$ cat config.mk
export PLATFORM = sky130hd
export DESIGN_NAME = class2_feature_loader
export DESIGN_NICKNAME = d
export VERILOG_FILES = /design/src/rtl/class2_feature_loader.sv
export SDC_FILE = /design/constraint.sdc
export NUM_CORES = 1
export LEC_CHECK = 0
export ABC_CLOCK_PERIOD_IN_PS = 3000
export BUFFER_PORTS_ARGS = -buffer_cell sky130_fd_sc_hd__buf_2
export CORE_ASPECT_RATIO = 0.7
export CORE_UTILIZATION = 50
export CTS_BUF_LIST = sky130_fd_sc_hd__clkbuf_8
export CTS_CLUSTER_SIZE = 10
export DETAILED_ROUTE_END_ITERATION = 7
export PLACE_DENSITY = 0.71
export SLEW_MARGIN = 20
export SYNTH_ARGS = -nofsm -noshare
export SYNTH_HDL_FRONTEND = slang
export SYNTH_SLANG_ARGS = --single-unit
$ cat constraint.sdc
create_clock -name clk -period 3 [get_ports clk]
set_clock_uncertainty 0.1 [all_clocks]
set_input_delay 0.6 -clock clk [delete_from_list [all_inputs] [get_ports clk]]
set_output_delay 0.6 -clock clk [all_outputs]
set_load 0.01 [all_outputs]
$ cat src/rtl/class2_feature_loader.sv
// class2_feature_loader: assembles a streamed feature vector, waits for the tree to settle, returns its class bit
module class2_feature_loader #(
    parameter int FEAT_W   = 51,
    parameter int CHUNK_W  = 8,
    parameter int EVAL_LAT = 1
) (
    input  logic               clk,
    input  logic               rst_n,
    input  logic               s_valid,
    output logic               s_ready,
    input  logic [CHUNK_W-1:0] s_data,
    input  logic               s_last,
    output logic [FEAT_W-1:0]  feat,
    input  logic               tree_o,
    output logic               m_valid,
    input  logic               m_ready,
    output logic               m_class,
    output logic               err_len,
    output logic [15:0]        frame_cnt,
    output logic [7:0]         err_cnt
);
    localparam int NBEATS = (FEAT_W + CHUNK_W - 1) / CHUNK_W;
    localparam int IDX_W  = NBEATS > 1 ? $clog2(NBEATS) : 1;

    typedef enum logic [1:0] {LOAD, DRAIN, EVAL, OUT} state_t;

    state_t            state_q, state_d;
    logic [IDX_W-1:0]  idx_q, idx_d;
    logic [3:0]        cnt_q, cnt_d;
    logic [FEAT_W-1:0] feat_q, feat_d;
    logic              m_class_q, m_class_d;
    logic              err_len_q, err_len_d;
    logic [15:0]       frame_cnt_q, frame_cnt_d;
    logic [7:0]        err_cnt_q, err_cnt_d;
    logic              last_idx;

    always_ff @(posedge clk or negedge rst_n) begin
        if (!rst_n) begin
            state_q     <= LOAD;
            idx_q       <= '0;
            cnt_q       <= '0;
            feat_q      <= '0;
            m_class_q   <= 1'b0;
            err_len_q   <= 1'b0;
            frame_cnt_q <= '0;
            err_cnt_q   <= '0;
        end else begin
            state_q     <= state_d;
            idx_q       <= idx_d;
            cnt_q       <= cnt_d;
            feat_q      <= feat_d;
            m_class_q   <= m_class_d;
            err_len_q   <= err_len_d;
            frame_cnt_q <= frame_cnt_d;
            err_cnt_q   <= err_cnt_d;
        end
    end

    assign s_ready   = state_q == LOAD || state_q == DRAIN;
    assign m_valid   = state_q == OUT;
    assign feat      = feat_q;
    assign m_class   = m_class_q;
    assign err_len   = err_len_q;
    assign frame_cnt = frame_cnt_q;
    assign err_cnt   = err_cnt_q;
    assign last_idx  = idx_q == IDX_W'(NBEATS - 1);

    always_comb begin
        state_d     = state_q;
        idx_d       = idx_q;
        cnt_d       = cnt_q;
        feat_d      = feat_q;
        m_class_d   = m_class_q;
        err_len_d   = 1'b0;
        frame_cnt_d = frame_cnt_q;
        err_cnt_d   = err_cnt_q;
        case (state_q)
            LOAD: if (s_valid) begin
                // bits of the final beat beyond FEAT_W simply have no destination
                for (int b = 0; b < FEAT_W; b++)
                    if (b / CHUNK_W == int'(idx_q)) feat_d[b] = s_data[b % CHUNK_W];
                idx_d = (s_last || last_idx) ? '0 : idx_q + IDX_W'(1);
                if (s_last && last_idx) begin
                    state_d = EVAL;
                    cnt_d   = '0;
                end else if (s_last || last_idx) begin
                    err_len_d = 1'b1;
                    err_cnt_d = err_cnt_q + {7'd0, ~&err_cnt_q};
                    state_d   = s_last ? LOAD : DRAIN;
                end
            end
            DRAIN: if (s_valid && s_last) state_d = LOAD;
            EVAL: begin
                cnt_d = cnt_q + 4'd1;
                if (cnt_q == 4'(EVAL_LAT)) begin
                    state_d     = OUT;
                    m_class_d   = tree_o;
                    frame_cnt_d = frame_cnt_q + {15'd0, ~&frame_cnt_q};
                end
            end
            default: if (m_ready) state_d = LOAD;
        endcase
    end
endmodule
==> results of run 1 <==
## state kept, by name, summed over array words and instances, names as in the netlist
signal     flops
cnt_q          4
err_cnt        8
err_len        1
feat          51
frame_cnt     16
idx_q          3
m_class        1
state_q        2
## cells in the mapped netlist, drive strengths merged (2+ instances only)
cell	number	area share, %
nand2	27	2.7
nand3b	3	0.59
clkbuf	3	0.29
a22o	2	0.46
a2bb2oi	2	0.46
nor2	7	0.69
mux2	55	16
ha	17	5.6
nand3	9	1.6
buf	3	0.62
nor3	4	1.1
inv	10	0.98
xor2	7	1.8
nand4	12	2.1
a21oi	2	0.26
or2	3	0.49
o21ai	6	0.79
and4	2	0.52
xnor2	14	3.2
and3	5	0.82
dfrtp	86	56
## placed cells by master (no fill, tap or decap), drive strengths merged, types with 3 or more instances in the layout
cell / Yosys / final
mux2: 55 / 55
xor2: 7 / 7
and3: 5 / 5
inv: 10 / 13
nand4: 12 / 12
nand3b: 3 / 3
nor2: 7 / 7
clkbuf: 3 / 9
nand3: 9 / 9
nand2: 27 / 27
o21ai: 6 / 6
or2: 3 / 3
dfrtp: 86 / 86
nor3: 4 / 4
buf: 3 / 93
ha: 17 / 17
xnor2: 14 / 14
## power by group through the flow
stage | combinational [mW] | sequential, mW | clock [mW]
floorplan | 0.748 | 1.89 | 0
finish | 1.37 | 1.76 | 0.854
detailed placement | 1.39 | 1.78 | 0
global placement | 1.34 | 1.77 | 0
global route | 1.52 | 1.81 | 0.922
CTS | 1.39 | 1.76 | 0.878
## logic make-up after synthesis
kind of cell / count (synthesis) / share of synthesized area (%)
flops: 86 / 56.36
simple gates: 77 / 11.73
mux: 56 / 16.48
xor+xnor: 21 / 5.013
fa+ha+maj: 17 / 5.570
compound gates: 16 / 2.949
buf+inv: 16 / 1.900
## worst reg2reg max path: stages, from the launching register on
cell and delay (ns):
dfrtp_1 0.42, inv_1 0.11, ha_1 0.57, nand4_1 0.65
mux2_2 0.48
## metrics by stage
stage          cells  hold WS, ns
2_1_floorplan    289       0.2044
3_3_place_gp     474       0.3763
3_5_place_dp     474       0.3864
4_1_cts          490       0.2029
5_1_grt          490       0.2285
6_report         490       0.1794
## path summary, 6_finish.rpt
check	cells after the start	end	slack [ns]
worst max-delay path	4	s_ready	0.51
worst min-delay path	1	frame_cnt[12]	0.18
worst max register to register	4	feat[44]	0.57
worst min register to register	1	frame_cnt[12]	0.40
max in group asynchronous	2	feat[32]	1.98
min in group clk	2	m_class	0.39
## layer usage
| layer | share of wire (%) | global-route usage, % | vias to the layer above |
|---|---|---|---|
| li1 | - | - | 1213 |
| met1 | 49 | 28.35 | 1259 |
| met2 | 44 | 30.88 | 80 |
| met3 | 6.5 | 6.840 | 6 |
| met4 | 0.68 | 5.632 | 0 |
| met5 | 0 | 0 | - |
## area by class of cell
| type | instances | area, sq um | area share (%) |
|---|---|---|---|
| Sequential cell | 86 | 2152 | 46.75 |
| Tap cell | 98 | 122.6 | 2.664 |
| Clock buffer | 9 | 123.9 | 2.691 |
| Timing Repair Buffer | 93 | 483.0 | 10.49 |
| Clock inverter | 7 | 90.09 | 1.957 |
| Multi-Input combinational cell | 187 | 1594 | 34.63 |
| Inverter | 10 | 37.54 | 0.8154 |
==> flow_metrics.tcl, run 1 <==
set metrics [dict create \
    row_count 26 \
    setup-violations-final 0 \
    vias_per_cell 5.220 \
    pre_cts_ws_ns 0.5636 \
    ys_types 39 \
    ys_seq_area_share_pct 56.36 \
    post-route-util_pct 62.61 \
    drc_errors 0 \
    swShare_pct 35.23 \
    crit_arrival_ns 1.79 \
    finalPower_mw 3.987 \
    post-route-min-period_ns 2.487 \
    h-tree-depth 3 \
    setup_ws_ns 0.5126 \
    irDropWorstVdd_uv 493.3 \
    post_cts_resized 0 \
    portBuffers 92 \
    path_cells "inv_1 -> ha_1 -> or2_1 -> buf_2" \
    slowest_stage "ha_1" \
    clkTransAtPathRegs_ns 0.09 \
    p_seq_share_pct 44.2 \
    fp.dieArea_sq_mm 0.007996 \
    synth-edff-count 0 \
    critPathRequiredTime_ns 2.30 \
    fillers 633 \
    core_area_sq_mm 0.007352 \
    p_per_area_mw_per_mm2 866.2 \
    start_kind "flop" \
    placed_area_sq_mm 0.004389 \
    grt_max_degree 54 \
    async_flop_share_pct 100.0 \
    place_congestion 0.7782 \
    postCtsHoldBufs 0 \
    drive_gt1_share_pct 44.64 \
    synth_nets 320 \
    grt-ovfl-total 0 \
    fin_crit_sh_pct 82.91 \
    worstHoldPathType "primary input to asynchronous set/reset pin" \
    critPathMaxStageDelay_ns 0.57 \
    syn_area_sq_mm 0.003819 \
    slew_headroom_pct 54.73 \
    clk_path_buf_depth 2 \
    routedWlPerCell_microns 15.68 \
    synth.ff_latch_count 86 \
    yosys_warnings 0 \
    start_util_pct 51.94 \
    die_y_microns 75.12 \
    rsz0062_at_grt "no" \
    drt_iter0_markers 99 \
    tightest_slew_ns 0.6790 \
    syn_area_per_cell_sq_um 13.21 \
    io_pins 93 \
    fmax_mhz 402.0 \
    antenna_found_initial 0 \
    first_global_vias 2469 \
    netSwitchingPower_mw 1.405 \
    postRouteAntennaNets 0 \
    status "finished, final reports clean" \
    nets 418 \
    hpwl_mm 5.514 \
    setup_tns_ns 0 \
    final_hold_viol_count 0 \
    cts_tree "done" \
    p_leak_nw 2.436 \
    clkPwrFrac_pct 21.4 \
    internal-power_mw 2.583 \
    numCtsBuffers 9 \
    grt_first_pass_wirelength_mm 12.32 \
    power_frac_comb_pct 34.4 \
    vias 2558 \
    synthToLayoutAreaGrowth_pct 20.54 \
    critPathBufInv 2 \
    clockRootBuffer "clkbuf_8" \
    die_x_microns 106.5 \
    max_cap_viol_count 0 \
    cts_sinks 86 \
    startpoint "state_q[0]" \
    crit_path_end_kind "primary output" \
    grt.total_usage_pct 20.36 \
    worstSetupPathType "flop to primary output" \
    synthCells 289 \
    routed_wirelength_mm 7.685 \
    clock_latency_ns 0.35 \
    fin_area_sq_mm 0.004603 \
    crit_path_max_fanout 20 \
    critPathTopFamily "adder cells" \
    num_antenna_cells 0 \
    dr.pass1.iters 4 \
    timing.rr.start "state_q[0]" \
    slew_violations 0 \
    synth_ff_type "dfrtp_1" \
    cts_setup_buffers 0 \
]
Power figures use the tool's default switching activity.
==> inputs of run 2 (changes only) <==
ABC_AREA = 1   (was unset)
ABC_CLOCK_PERIOD_IN_PS = 2100   (was 3000)
PLACE_DENSITY = 0.74   (was 0.71)
clock period = 2.1 ns   (was 3 ns; I/O delays follow)
==> flow_metrics.tcl, run 2 <==
set metrics [dict create \
    status "finished, final reports clean" \
    clk_path_buf_depth 2 \
    grt-ovfl-total 0 \
    worstHoldPathType "primary input to flop" \
    fillers 656 \
    start_kind "flop" \
    setup-violations-final 0 \
    synth_ff_type "dfrtp_1" \
    clkTransAtPathRegs_ns 0.08 \
    path_cells "inv_1 -> ha_2 -> inv_2 -> nand2_1 -> buf_2" \
    syn_area_per_cell_sq_um 9.141 \
    numCtsBuffers 9 \
    num_antenna_cells 0 \
    fin_crit_sh_pct 94.98 \
    io_pins 93 \
    hold_start "tree_o" \
    core_area_sq_mm 0.007547 \
    clock_latency_ns 0.36 \
    slowest_stage "dfrtp_1" \
    pre_cts_ws_ns 0.1074 \
    max_cap_viol_count 0 \
    post-route-min-period_ns 1.995 \
    layout_common_cells "110 x nand2_1, 91 x buf_2, 85 x dfrtp_1" \
    place_congestion 0.8594 \
    post-synth-top-area-cell "dfrtp_1" \
    worst_hold_path.num_cells 3 \
    routed_wirelength_mm 9.134 \
    synthToLayoutAreaGrowth_pct 19.80 \
    slew_violations 0 \
    largest_register_ffs 51 \
    cts_sinks 86 \
    final_cell_count_no_fill 650 \
    clockRootBuffer "clkbuf_8" \
    h-tree-depth 3 \
    synth.ff_latch_count 86 \
    reg2reg_slack_ns 0.14 \
    r2r-end "frame_cnt[6]" \
    dp_cells 629 \
    drc_errors 0 \
    critPathTopFamily "flip-flops" \
    cts_tree "done" \
    slew_headroom_pct 67.16 \
    final_common_cell "nand2_1" \
    yosys.area.top_type_share_pct 53.38 \
    synthTopCellsByCount "111 x nand2_1, 86 x dfrtp_1, 55 x inv_1, 33 x nor2_1, 22 x nand3_1" \
    crit_path_max_fanout 4 \
    first_global_vias 3011 \
    drive_gt1_share_pct 27.17 \
    synth_nets 472 \
    irDropWorstVdd_uv 791.3 \
    drt_iter0_markers 238 \
    crit_path_end_kind "primary output" \
    grt_max_degree 46 \
    critPathBufInv 3 \
    async_flop_share_pct 100.0 \
    portBuffers 92 \
    final_hold_viol_count 0 \
    yosys_warnings 0 \
    grt.total_usage_pct 23.37 \
    fmax_mhz 501.4 \
    vias_per_cell 5.066 \
    synth-edff-count 0 \
    tightest_slew_ns 0.4889 \
    worstSetupPathType "flop to primary output" \
    yosysMostFrequentCell "nand2_1" \
    die_y_microns 77.13 \
    dr.pass1.iters 4 \
    p_leak_nw 2.598 \
    critPathRequiredTime_ns 1.58 \
    grt_first_pass_wirelength_mm 14.78 \
    p_per_area_mw_per_mm2 1233 \
    synthCells 441 \
    hpwl_mm 6.723 \
    critPathMaxStageDelay_ns 0.42 \
    syn_area_sq_mm 0.004031 \
    vias 3293 \
    postRouteAntennaNets 0 \
    ys_seq_area_share_pct 53.38 \
    start_util_pct 53.42 \
    row_count 26 \
    setup_ws_ns 0.1055 \
    rr_worst_depth 10 \
    crit_arrival_ns 1.47 \
    antenna_found_initial 0 \
    die_x_microns 109.3 \
    ys_types 26 \
    routedWlPerCell_microns 14.05 \
    yosys-top-cells-area "dfrtp_1 53%, nand2_1 10%, ha_1 5.3%" \
    min_to "m_class" \
    timing.rr.start "frame_cnt[10]" \
    nets 578 \
    post-route-util_pct 63.99 \
    fp.dieArea_sq_mm 0.008431 \
]
[run 2: cell count changes after synthesis, moves of 16 or more]
cell / change
nand2_1: +84
inv_1: +45
o21ai_1: +17
a21oi_1: +19
mux2_2: -55
nand3_1: +16
nor2_1: +26
[run 2: cell families (layout without fill, tap and decap cells)]
logic type      count (synthesis)  in the layout  share of synthesized area (%)
compound gates                 67             67                          9.125
xor+xnor                        9              9                          1.955
fa+ha+maj                      17             17                          5.276
buf+inv                        65            175                          7.325
flops                          86             86                          53.38
simple gates                  197            198                          22.94
[run 2: final cells by class]
cell class | count | area [sq um] | area share (%)
clock buffer | 9 | 123.9 | 2.565
clock inverter | 7 | 42.54 | 0.8808
tap | 98 | 122.6 | 2.539
timing repair buffer | 101 | 545.5 | 11.30
inverter | 58 | 222.7 | 4.611
multi-input combinational | 291 | 1619 | 33.52
sequential | 86 | 2153 | 44.59
[run 2: layer usage]
layer	global-route usage (%)	wire (microns)
met2	33.08	3998
met1	33.17	4251
met5	0	0
met3	8.248	713
met4	7.733	171
[run 2: worst max path at each step]
stage	slack, ns	cells past startpoint	end	from
floorplan	0.24	13	frame_cnt[12]	frame_cnt[5]
global placement	0.20	13	frame_cnt[12]	frame_cnt[5]
detailed placement	0.11	13	frame_cnt[12]	frame_cnt[5]
CTS	0.03	5	s_ready	state_q[1]
global route	-0.04	10	frame_cnt[6]	frame_cnt[2]
finish	0.11	5	s_ready	state_q[0]
[run 2: worst register-to-register path, stage by stage, from the launching register on]
cell     delay (ns)
dfrtp_1        0.42
nand2_1        0.11
nor4_2         0.27
nand3_1        0.12
ha_2           0.20
ha_1           0.19
inv_1          0.05
nor2_1         0.04
nand2_2        0.09
nor2_2         0.08
xor2_1         0.16
[run 2: stage by stage]
stage                     instance area (sq um)  setup TNS (ns)  hold slack (ns)  power, mW
after floorplan                            4031               0          0.02441      4.075
after global placement                     4594               0           0.2564      4.873
after detailed placement                   4594               0           0.2570      4.965
after CTS                                  4771               0           0.1352      6.000
after global routing                       4830        -0.05170           0.1740      6.443
final                                      4830               0           0.1533      5.955
[run 2: repair_timing]
item / in CTS / in global routing
buffers inserted: 0 / 3
hold buffers: 1 / 0
setup endpoints to repair: 0 / 10
resized for setup: 0 / 9
hold endpoints to repair: 24 / 0
[run 2: power by group]
group	total, mW	internal (mW)	switching [mW]	leakage, nW
Clock	1.01	0.423	0.592	0.0920
Combinational	2.29	0.900	1.39	1.40
Sequential	2.65	2.24	0.405	1.10
Total	5.96	3.57	2.39	2.60
